===== config.mk =====
export PLATFORM = sky130hd
export DESIGN_NAME = cp0_flat
export DESIGN_NICKNAME = d
export VERILOG_FILES = /design/src/rtl/cp0_pkg.sv /design/src/rtl/cp0_if.sv /design/src/rtl/cp0.sv /design/src/flat_wrapper.sv
export SDC_FILE = /design/constraint.sdc
export NUM_CORES = 1
export LEC_CHECK = 0
export ABC_AREA = 0
export CAP_MARGIN = 40
export CORE_ASPECT_RATIO = 0.6
export CORE_MARGIN = 2
export CORE_UTILIZATION = 41
export DETAILED_ROUTE_END_ITERATION = 12
export GPL_ROUTABILITY_DRIVEN = 0
export GPL_TIMING_DRIVEN = 0
export PLACE_DENSITY = 0.84
export SETUP_SLACK_MARGIN = 0.1
export SLEW_MARGIN = 20
export SYNTH_ARGS = -nofsm -noshare
export SYNTH_HDL_FRONTEND = slang
export SYNTH_SLANG_ARGS = --single-unit
export TNS_END_PERCENT = 20

===== constraint.sdc =====
create_clock -name clk -period 1.1 [get_ports clk]
set_input_delay 0.22 -clock clk [delete_from_list [all_inputs] [get_ports clk]]
set_output_delay 0.22 -clock clk [all_outputs]
set_load 0.01 [all_outputs]

===== src/rtl/cp0_pkg.sv =====
// -----------------------------------------------------------------------------
// cp0_pkg
// Shared definitions for the CP0 slice.
//   - CP0 register numbers used by mtc0/mfc0 (SR, Cause, EPC, PRId)
//   - bit positions of IM/IP, EXL and IE inside SR/Cause
//   - default PRId value
//   - a helper that packs the SR fields into their architectural word
// -----------------------------------------------------------------------------
package cp0_pkg;

  // CP0 register numbers
  localparam logic [4:0] REG_SR    = 5'd12;
  localparam logic [4:0] REG_CAUSE = 5'd13;
  localparam logic [4:0] REG_EPC   = 5'd14;
  localparam logic [4:0] REG_PRID  = 5'd15;

  // Field positions. IM (in SR) and IP (in Cause) share the same bit range
  // so they can be AND-ed directly to find pending, enabled interrupts.
  localparam int unsigned IRQ_W   = 6;
  localparam int unsigned IM_LSB  = 10;
  localparam int unsigned IM_MSB  = IM_LSB + IRQ_W - 1;
  localparam int unsigned IP_LSB  = 10;
  localparam int unsigned IP_MSB  = IP_LSB + IRQ_W - 1;
  localparam int unsigned EXL_BIT = 1;
  localparam int unsigned IE_BIT  = 0;

  localparam logic [31:0] PRID_DEFAULT = 32'h0000_2022;

  typedef logic [IRQ_W-1:0] irq_t;

  // Architectural SR image; every bit outside IM/EXL/IE reads as zero.
  function automatic logic [31:0] sr_pack(input irq_t im, input logic exl,
                                          input logic ie);
    logic [31:0] w;
    w                = '0;
    w[IM_MSB:IM_LSB] = im;
    w[EXL_BIT]       = exl;
    w[IE_BIT]        = ie;
    return w;
  endfunction

  // Architectural Cause image; only IP is implemented.
  function automatic logic [31:0] cause_pack(input irq_t ip);
    logic [31:0] w;
    w                = '0;
    w[IP_MSB:IP_LSB] = ip;
    return w;
  endfunction

endpackage : cp0_pkg


===== src/rtl/cp0_if.sv =====
// -----------------------------------------------------------------------------
// cp0_if
// mtc0/mfc0 access bus between the CPU datapath (master) and CP0 (slave).
//   we   : mtc0 write strobe
//   addr : CP0 register number for reads and writes
//   din  : mtc0 write data
//   dout : mfc0 read data (combinational from addr)
// -----------------------------------------------------------------------------
interface cp0_if;
  logic        we;
  logic [4:0]  addr;
  logic [31:0] din;
  logic [31:0] dout;

  modport master (output we, output addr, output din, input dout);
  modport slave  (input we, input addr, input din, output dout);
endinterface : cp0_if


===== src/rtl/cp0.sv =====
// -----------------------------------------------------------------------------
// cp0
// Coprocessor 0: status, cause, exception PC and processor id registers,
// plus interrupt request generation.
// Ports:
//   clk      : system clock, all state changes on rising edge
//   rst_n    : asynchronous active-low reset
//   bus      : mtc0/mfc0 access bus (we, addr, din, dout), slave side
//   pc       : address of the victim instruction
//   hwint    : device interrupt lines, hwint[0] is the timer
//   exl_set  : exception entry strobe
//   exl_clr  : eret strobe
//   intreq   : interrupt request to the controller
//   epc      : current EPC, eret target
// -----------------------------------------------------------------------------
module cp0
  import cp0_pkg::*;
#(
  parameter logic [31:0] PRID = PRID_DEFAULT
) (
  input  logic        clk,
  input  logic        rst_n,
  cp0_if.slave        bus,
  input  logic [31:0] pc,
  input  logic [5:0]  hwint,
  input  logic        exl_set,
  input  logic        exl_clr,
  output logic        intreq,
  output logic [31:0] epc
);

  // SR fields
  irq_t        im_q,  im_d;
  logic        exl_q, exl_d;
  logic        ie_q,  ie_d;
  // Cause.IP
  irq_t        ip_q;
  // EPC
  logic [31:0] epc_q, epc_d;

  logic [31:0] rdata;

  logic        sr_wr;
  logic        epc_wr;

  // The low two pc bits are discarded since EPC is always word aligned.
  logic        unused_pc_lsbs;
  assign unused_pc_lsbs = ^pc[1:0];

  assign sr_wr  = bus.we && (bus.addr == REG_SR);
  assign epc_wr = bus.we && (bus.addr == REG_EPC);

  // ---------------------------------------------------------------------------
  // Interrupt pending sampler: free-running one-cycle capture of hwint.
  // ---------------------------------------------------------------------------
  always_ff @(posedge clk or negedge rst_n) begin
    if (!rst_n) begin
      ip_q <= '0;
    end else begin
      ip_q <= hwint;
    end
  end

  // ---------------------------------------------------------------------------
  // SR / EPC next-state. Later assignments take priority, so exception entry
  // is applied last: it overrides both a software EPC write and an eret in the
  // same cycle, and forces EXL on top of a simultaneous SR write.
  // ---------------------------------------------------------------------------
  always_comb begin
    im_d  = im_q;
    exl_d = exl_q;
    ie_d  = ie_q;
    epc_d = epc_q;

    if (sr_wr) begin
      im_d  = bus.din[IM_MSB:IM_LSB];
      exl_d = bus.din[EXL_BIT];
      ie_d  = bus.din[IE_BIT];
    end

    if (epc_wr) begin
      epc_d = {bus.din[31:2], 2'b00};
    end

    if (exl_clr) begin
      exl_d = 1'b0;
    end

    if (exl_set) begin
      exl_d = 1'b1;
      epc_d = {pc[31:2], 2'b00};
    end
  end

  always_ff @(posedge clk or negedge rst_n) begin
    if (!rst_n) begin
      im_q  <= '0;
      exl_q <= 1'b0;
      ie_q  <= 1'b0;
      epc_q <= '0;
    end else begin
      im_q  <= im_d;
      exl_q <= exl_d;
      ie_q  <= ie_d;
      epc_q <= epc_d;
    end
  end

  // ---------------------------------------------------------------------------
  // mfc0 read mux
  // ---------------------------------------------------------------------------
  always_comb begin
    rdata = '0;
    case (bus.addr)
      REG_SR:    rdata = sr_pack(im_q, exl_q, ie_q);
      REG_CAUSE: rdata = cause_pack(ip_q);
      REG_EPC:   rdata = epc_q;
      REG_PRID:  rdata = PRID;
      default:   rdata = '0;
    endcase
  end

  assign bus.dout = rdata;

  // Registered state only, so no combinational path from hwint to intreq.
  assign intreq = (|(ip_q & im_q)) & ie_q & ~exl_q;
  assign epc    = epc_q;

endmodule : cp0


===== src/flat_wrapper.sv =====
// flat-port wrapper written by rule: the top's interface ports become plain ports
module cp0_flat import cp0_pkg::*;
#(
  parameter logic [31:0] PRID = PRID_DEFAULT
)
  (clk, rst_n, pc, hwint, exl_set, exl_clr, intreq, epc, bus_we, bus_addr, bus_din, bus_dout);
  cp0_if bus_i ();
  input  logic clk;
  input  logic rst_n;
  input  logic [31:0] pc;
  input  logic [5:0] hwint;
  input  logic exl_set;
  input  logic exl_clr;
  output logic intreq;
  output logic [31:0] epc;
  input wire logic [$bits(bus_i.we)-1:0] bus_we;
  input wire logic [$bits(bus_i.addr)-1:0] bus_addr;
  input wire logic [$bits(bus_i.din)-1:0] bus_din;
  output wire logic [$bits(bus_i.dout)-1:0] bus_dout;
  assign bus_i.we = bus_we;
  assign bus_i.addr = bus_addr;
  assign bus_i.din = bus_din;
  assign bus_dout = bus_i.dout;
  cp0 #(.PRID(PRID)) u_core (.clk(clk), .rst_n(rst_n), .bus(bus_i), .pc(pc), .hwint(hwint), .exl_set(exl_set), .exl_clr(exl_clr), .intreq(intreq), .epc(epc));
endmodule

==> flow_summary.json <==
{
  "status": "finished, violations left",
  "violations": "negative hold slack, negative setup slack",
  "rsz0062_at_grt": "true",
  "synth_area_um2": 3000,
  "fin_nets": 515,
  "synth_top_area_share_pct": 36.7,
  "r2r_cells": 3,
  "die_y_um": 70.3,
  "drive_gt1_share_pct": 45.6,
  "yosysUniqueCellTypes": 30,
  "cts_buffers": 5,
  "synthSimpleGateAreaFrac_pct": 20.1,
  "seqPwrFrac_pct": 37.8,
  "layout_min_cycle_time_ns": 1.45,
  "core_area_um2": 7180,
  "yosys_warnings": 0,
  "intPower_mw": 3.55,
  "port_buffers": 139,
  "vias_per_cell": 5.56,
  "drc_errors": 0,
  "power_frac_comb_pct": 31.5,
  "final_antenna_net_count": 0,
  "rr_startpoint": "u_core.exl_q",
  "critical-path-slowest-cell": "dfrtp_1",
  "antenna_found_initial": 0,
  "routed_wl_um": 11200,
  "worst_pin_slew_ns": 0.552,
  "wl_per_cell_um": 21.3,
  "dp_hpwl_um": 7810,
  "synth_compound_area_share_pct": 29.5,
  "whs_ns": -0.106,
  "synth_top_family_by_area": "compound AO/OA/AOI/OAI gates",
  "ios": 145,
  "grt.busiest_layer": "met2",
  "worst_slack_ns": -0.350,
  "p_clk_share_pct": 30.7,
  "grt_util_met1_pct": 40.2,
  "setup.worst_path.end": "bus_dout[13]",
  "fin_skew_ns": 0,
  "first_global_vias": 2983,
  "r2r-end": "u_core.exl_q",
  "track_usage_pct": 27.1,
  "syn_area_per_cell_um2": 11.2,
  "path_cells": "mux2_4 -> o22ai_2 -> nor2_1 -> buf_2",
  "cts.sinks": 44,
  "die_width_um": 114,
  "r2r_slack_ns": 0.09,
  "detail_route.first_pass.iterations": 4,
  "synth_top_area_cell": "dfrtp_1",
  "crit_fanout": 3,
  "setup_viol": 50,
  "finalMaxSlewViolations": 0,
  "cp-start-kind": "flop",
  "final.period_utilization_pct": 132,
  "ys_ff_latch": 44,
  "initial_core_util_pct": 41.8,
  "synthXorXnorAreaFrac_pct": 0,
  "p_switching_mw": 1.53,
  "synth.area.mux_share_pct": 4.67,
  "final_util_pct": 71.6,
  "crit_path_max_incr_delay_ns": 0.40,
  "irDropWorstVdd_uv": 928,
  "grt_pass1_wl_um": 16600,
  "total_leakage_power_nw": 2.21,
  "cts_root_buf": "clkbuf_16",
  "crit_required_ns": 0.88,
  "grt_util_met3_pct": 5.56,
  "placementRows": 24,
  "clock_latency_ns": 0.28,
  "use_met2_pct": 41.8,
  "clock.fmax_mhz": 690,
  "critPathLaunch": "u_core.im_q[3]",
  "synthAdderAreaFrac_pct": 0,
  "antennaDiodeCount": 0,
  "netlist_instances": 267,
  "overflow": 0,
  "layout_commonest_cell": "clkdlybuf4s50_1",
  "synthToLayoutAreaGrowth_pct": 71.4,
  "hold_viol": 17,
  "tns_ns": -8.81,
  "layout_common_cells": "clkdlybuf4s50_1, buf_2, dfrtp_1",
  "hp-class": "in2async",
  "synth.top_cells.by_area": "dfrtp_1, o311ai_4, nand4b_1, nand2_1, inv_1",
  "seq_area_frac_synth_pct": 36.7,
  "n_fill_cell": 506,
  "path_clk_slew_ns": 0.07,
  "arrival_ns": 1.23,
  "end_kind": "output port",
  "switching_share_pct": 30.1,
  "vias": 2931,
  "power_density_nw_per_um2": 989,
  "die_area_um2": 8040,
  "clk_path_buf_depth": 2,
  "cts_tree": "yes",
  "relSlewSlack_pct": 63.2,
  "maxCapViolCount": 0,
  "critical_path_class": "reg2out",
  "htree_num_levels": 2,
  "drt_iter0_drc": 155,
  "grt_max_degree": 28
}
synthesized netlist by cell type, drive strengths merged:
cell,instances
mux2,8
nor4,1
o21ai,1
a21oi,2
a22oi,3
nor2b,3
nand3b,1
and2,1
nor3,23
nand2,33
nand2b,2
a311o,1
nor2,9
a311oi,1
a2bb2oi,5
nand4b,30
inv,31
dfrtp,44
o22ai,1
buf,11
conb,1
and4b,1
mux2i,5
clkbuf,19
o311ai,30
state kept, by name (all words and copies together) (netlist names):
name,count
u_core.epc,30
u_core.exl_q,1
u_core.ie_q,1
u_core.im_q,6
u_core.ip_q,6
metrics by stage:
step           power, mW  area (µm²)  std cells  setup slack (ns)
2_1_floorplan       2.66        3160        268           -0.0587
4_1_cts             5.02        4950        522            -0.351
6_report            5.08        5140        527            -0.350
3_5_place_dp        3.40        4680        499             -1.33
5_1_grt             5.27        5140        527            -0.416
3_3_place_gp        3.35        4660        498             -1.49
area by class of cell:
| class | count | area (µm²) | area share (%) |
|---|---|---|---|
| inverter | 31 | 116 | 2.26 |
| buffer | 30 | 339 | 6.60 |
| timing repair buffer | 160 | 1420 | 27.6 |
| clock buffer | 6 | 139 | 2.70 |
| sequential | 44 | 1100 | 21.4 |
| clock inverter | 2 | 15.0 | 0.292 |
| tap | 91 | 114 | 2.21 |
| multi-input combinational | 163 | 1900 | 36.9 |
worst min path at each step:
stage	start	end	slack, ns	depth (start not counted)
after floorplan	rst_n	u_core.epc[10]	-0.08	0
after global placement	u_core.ie_q	u_core.ie_q	0.48	1
after detailed placement	rst_n	u_core.epc[18]	0.21	1
after CTS	rst_n	u_core.epc[20]	-0.1	1
after global routing	rst_n	u_core.epc[22]	-0.09	1
final	rst_n	u_core.epc[22]	-0.11	1
worst max-delay path: cells and delay by family (launching register included):
kind	cells	cell delay [ns]
buffers and inverters	1	0.13
muxes	1	0.28
AOI/OAI and AO/OA	1	0.08
DFF	1	0.40
and+or+nand+nor	1	0.05
power groups by stage:
stage	registers, mW	clock network, mW	logic [mW]
after detailed placement	1.93	0	1.47
after CTS	1.91	1.57	1.54
after global routing	1.94	1.64	1.69
after floorplan	1.95	0	0.710
after global placement	1.92	0	1.42
final	1.92	1.56	1.60
cell families (layout without fill, tap and decap cells):
| logic type | after synthesis | in the layout |
|---|---|---|
| AO/OA/AOI/OAI | 44 | 44 |
| buffers and inverters | 61 | 229 |
| flip-flops | 44 | 44 |
| multiplexers | 13 | 13 |
| other | 1 | 2 |
| AND/OR/NAND/NOR | 104 | 104 |
what timing repair did:
action | in CTS | in global routing
endpoints found under the setup margin | 101 | 101
cloned | 6 | 3
setup buffers | 9 | 2
pin swaps | 29 | 4
gates resized for setup | 341 | 26
hold endpoints to repair | 17 | 17
per-layer routing:
layer / part of all wire [%] / up-vias / wire length [µm]
li1: - / 1310 / -
met2: 45 / 129 / 5080
met5: 0 / - / 0
met3: 7.6 / 8 / 847
met4: 0.66 / 0 / 74
met1: 46 / 1484 / 5200
(Power assumes the default switching activity.)
==> RTL edit 1: new RTL, same settings <==
Change the package constant `IM_LSB` from 10 to 9.
--- a/src/rtl/cp0_pkg.sv
+++ b/src/rtl/cp0_pkg.sv
@@ -18,5 +18,5 @@
   // so they can be AND-ed directly to find pending, enabled interrupts.
   localparam int unsigned IRQ_W   = 6;
-  localparam int unsigned IM_LSB  = 10;
+  localparam int unsigned IM_LSB  = 9;
   localparam int unsigned IM_MSB  = IM_LSB + IRQ_W - 1;
   localparam int unsigned IP_LSB  = 10;
Check against the original RTL: not equivalent (Yosys sat finds a counterexample within 4 cycles, from zero or initial values and one cycle with rst_n low).
==> RTL edit 1 against the unedited design <==
The flow finishes with violations (negative setup slack); final area decreased by 12%; worst setup slack got worse by 0.17 ns; clock skew did not move; register-to-register slack got worse by 0.20 ns; sequential cell count stayed put; routed wire length is 10% lower; sequential share of layout area increased by 2.8 points; area after synthesis shrank 15%; power shrank 16%; critical endpoint is now bus_dout[12]; largest power group unchanged.
==> RTL edit 1: results <==
{
  "drive_gt1_frac": 0.3701,
  "fillers": 426,
  "synth_area_leaders": "dfrtp_1 (43%), o31a_1 (10%), a21boi_0 (8.8%)",
  "crit_slowest_cell": "a221o_1",
  "setup_slack_ns": -0.5197,
  "swShare": 0.2871,
  "seq_cell_count": 44,
  "grt_pass1_wl_microns": 14990,
  "ys_seq_area_frac": 0.4310,
  "synth.area.mux_share": 0.03085,
  "first_global_vias": 2802,
  "cp-endpoint": "bus_dout[12]",
  "dieArea_sq_um": 6900,
  "netlist_instances": 257,
  "pre_cts_ws_ns": -1.554,
  "clk_latency_ns": 0.30,
  "grt_use_total": 0.2872,
  "finalSetupViolCount": 75,
  "violations": "negative setup slack",
  "drtIter0Drc": 133,
  "multi_input_area_sq_um": 1494,
  "final_area_sq_um": 4544,
  "placedCellCount": 482,
  "slowest_delay_ns": 0.29,
  "outcome": "finished with violations",
  "multi_input_comb_cells": 188
}
RTL edit 1: worst register-to-register path: cells and delay by family (launching register included):
family | cells | cell delay, ns
DFF | 1 | 0.44
and+or+nand+nor | 3 | 0.66
RTL edit 1: per-layer routing:
| metal | up-vias | wire (microns) | share of wire | global-route usage |
|---|---|---|---|---|
| met3 | 19 | 1063 | 0.11 | 0.07738 |
| met2 | 152 | 4507 | 0.45 | 0.4508 |
| met4 | 0 | 158 | 0.016 | 0.06250 |
| met5 | - | 0 | 0 | 0 |
| met1 | 1406 | 4348 | 0.43 | 0.4022 |
| li1 | 1286 | - | - | - |
RTL edit 1: timing repair:
action,4_1_cts,5_1_grt
endpoints found under the hold margin,21,0
resized for setup,320,48
hold buffers,1,0
pin swaps,22,10
setup endpoints to repair,101,124
gates cloned,2,0
setup buffers,19,10
==> RTL edit 2: new RTL, same settings <==
Made on the original files. Put a register stage on the output `intreq`, without a reset. The value now appears one clock later. The other outputs are not delayed to match. Comments in the files are not updated.
--- a/src/rtl/cp0.sv
+++ b/src/rtl/cp0.sv
@@ -124,5 +124,7 @@
 
   // Registered state only, so no combinational path from hwint to intreq.
-  assign intreq = (|(ip_q & im_q)) & ie_q & ~exl_q;
+  always_ff @(posedge clk) begin
+    intreq <= (|(ip_q & im_q)) & ie_q & ~exl_q;
+  end
   assign epc    = epc_q;
 
Formal check against the unedited RTL: not equivalent (Yosys sat finds a counterexample within 4 cycles, from zero or initial values and one cycle with rst_n low).
==> RTL edit 2 against the unedited design <==
The flow finishes with violations (negative setup slack); power increased by 6.2%; worst setup slack got worse by 0.012 ns; routed wire length increased by 1.6%; combinational power grew 5%; area after synthesis grew 0.67%; final area rose by 2.1%; sequential share of layout area shrank 0.053 points; sequential cell count rose by 1.
==> RTL edit 2: results <==
{
  "wl_microns": 11380,
  "met1_length_microns": 5043,
  "clock_skew_ns": 0.008467,
  "final_nets": 522,
  "synth-compound-area-share": 0.2929,
  "setup_slack_ns": -0.3620,
  "dr.max_layer_used": "met4",
  "outcome": "finished with violations",
  "placedCellCount": 500,
  "grt_pass1_wl_microns": 16980,
  "grt_use_total": 0.2774,
  "first_global_vias": 3092,
  "synth.area.mux_share": 0.04640,
  "finalSetupViolCount": 43,
  "pre_cts_ws_ns": -1.307,
  "setup_tns_ns": -7.542,
  "violations": "negative setup slack",
  "clk_latency_ns": 0.29,
  "grt_util_met1": 0.3927,
  "synth_xor_area_frac": 0,
  "drive_gt1_frac": 0.4718,
  "worst-slew-pin-transition_ns": 0.5398,
  "synthTopCellsByCount": "dfrtp_1 (44), nand2_1 (32), inv_1 (31)",
  "drtIter0Drc": 180,
  "r2r_slack_ns": -0.02,
  "vias_per_cell": 5.678,
  "met3_usage": 0.06684,
  "p_int_mw": 3.814,
  "met2WireLength_microns": 5152,
  "firstDrtPassIters": 5,
  "p_leak_nw": 2.283,
  "use_met2": 0.4352,
  "synth_area_per_cell_sq_um": 11.27,
  "synth_area_leaders": "dfrtp_1 (36%), o311ai_4 (25%), nand4b_1 (8.7%)",
  "p_seq_frac": 0.361,
  "grt_max_degree": 30,
  "fillers": 529,
  "num_vias": 3032,
  "wl_met3_microns": 1027,
  "p_comb_frac": 0.312
}
RTL edit 2: cell types whose count changed after synthesis, sizes merged:
cell   before  now
dfxtp       0    1
RTL edit 2: repair_timing:
item                                    in CTS  in global routing
pin swaps                                   28                  5
hold buffers                                 1                  0
hold endpoints to repair                    15                  0
gates cloned                                 5                  2
endpoints found under the setup margin     101                130
resized for setup                          343                 36
setup buffers                               15                  3
RTL edit 2: cell families (layout without fill, tap and decap cells):
kind of cell	Yosys count	after routing
AO/OA/AOI/OAI	44	44
buffers and inverters	61	235
flip-flops	45	45
multiplexers	13	13
other	1	2
AND/OR/NAND/NOR	104	104
RTL edit 2: final cells by class:
cell class | instances | share of cell area
buffer | 30 | 0.06652
sequential | 45 | 0.2136
timing repair buffer | 166 | 0.2787
clock inverter | 3 | 0.008822
tap | 91 | 0.02170
inverter | 31 | 0.02217
multi-input combinational | 163 | 0.3646
clock buffer | 5 | 0.02384
RTL edit 2: stage by stage:
step	instance area, sq um	total power [mW]	hold slack, ns
2_1_floorplan	3176	2.704	-0.07559
3_3_place_gp	4681	3.388	0.4675
3_5_place_dp	4696	3.432	0.1870
4_1_cts	5064	5.309	0.3001
5_1_grt	5248	5.584	0.3136
6_report	5248	5.400	0.3158
RTL edit 2: worst paths after layout:
kind                                     start             end  cells past startpoint
worst min-delay path                   exl_set  u_core.epc[24]                      2
max in group asynchronous                rst_n   u_core.epc[2]                      3
min in group asynchronous                rst_n  u_core.epc[19]                      2
worst min register to register     u_core.ie_q     u_core.ie_q                      1
worst max register to register  u_core.im_q[2]   u_core.intreq                      4
worst max-delay path            u_core.im_q[1]    bus_dout[11]                      4
RTL edit 2: critical path, stage by stage (launching register included):
cell	delay [ns]
dfrtp_1	0.40
mux2i_2	0.19
a2bb2oi_2	0.19
nor2_2	0.05
buf_2	0.13
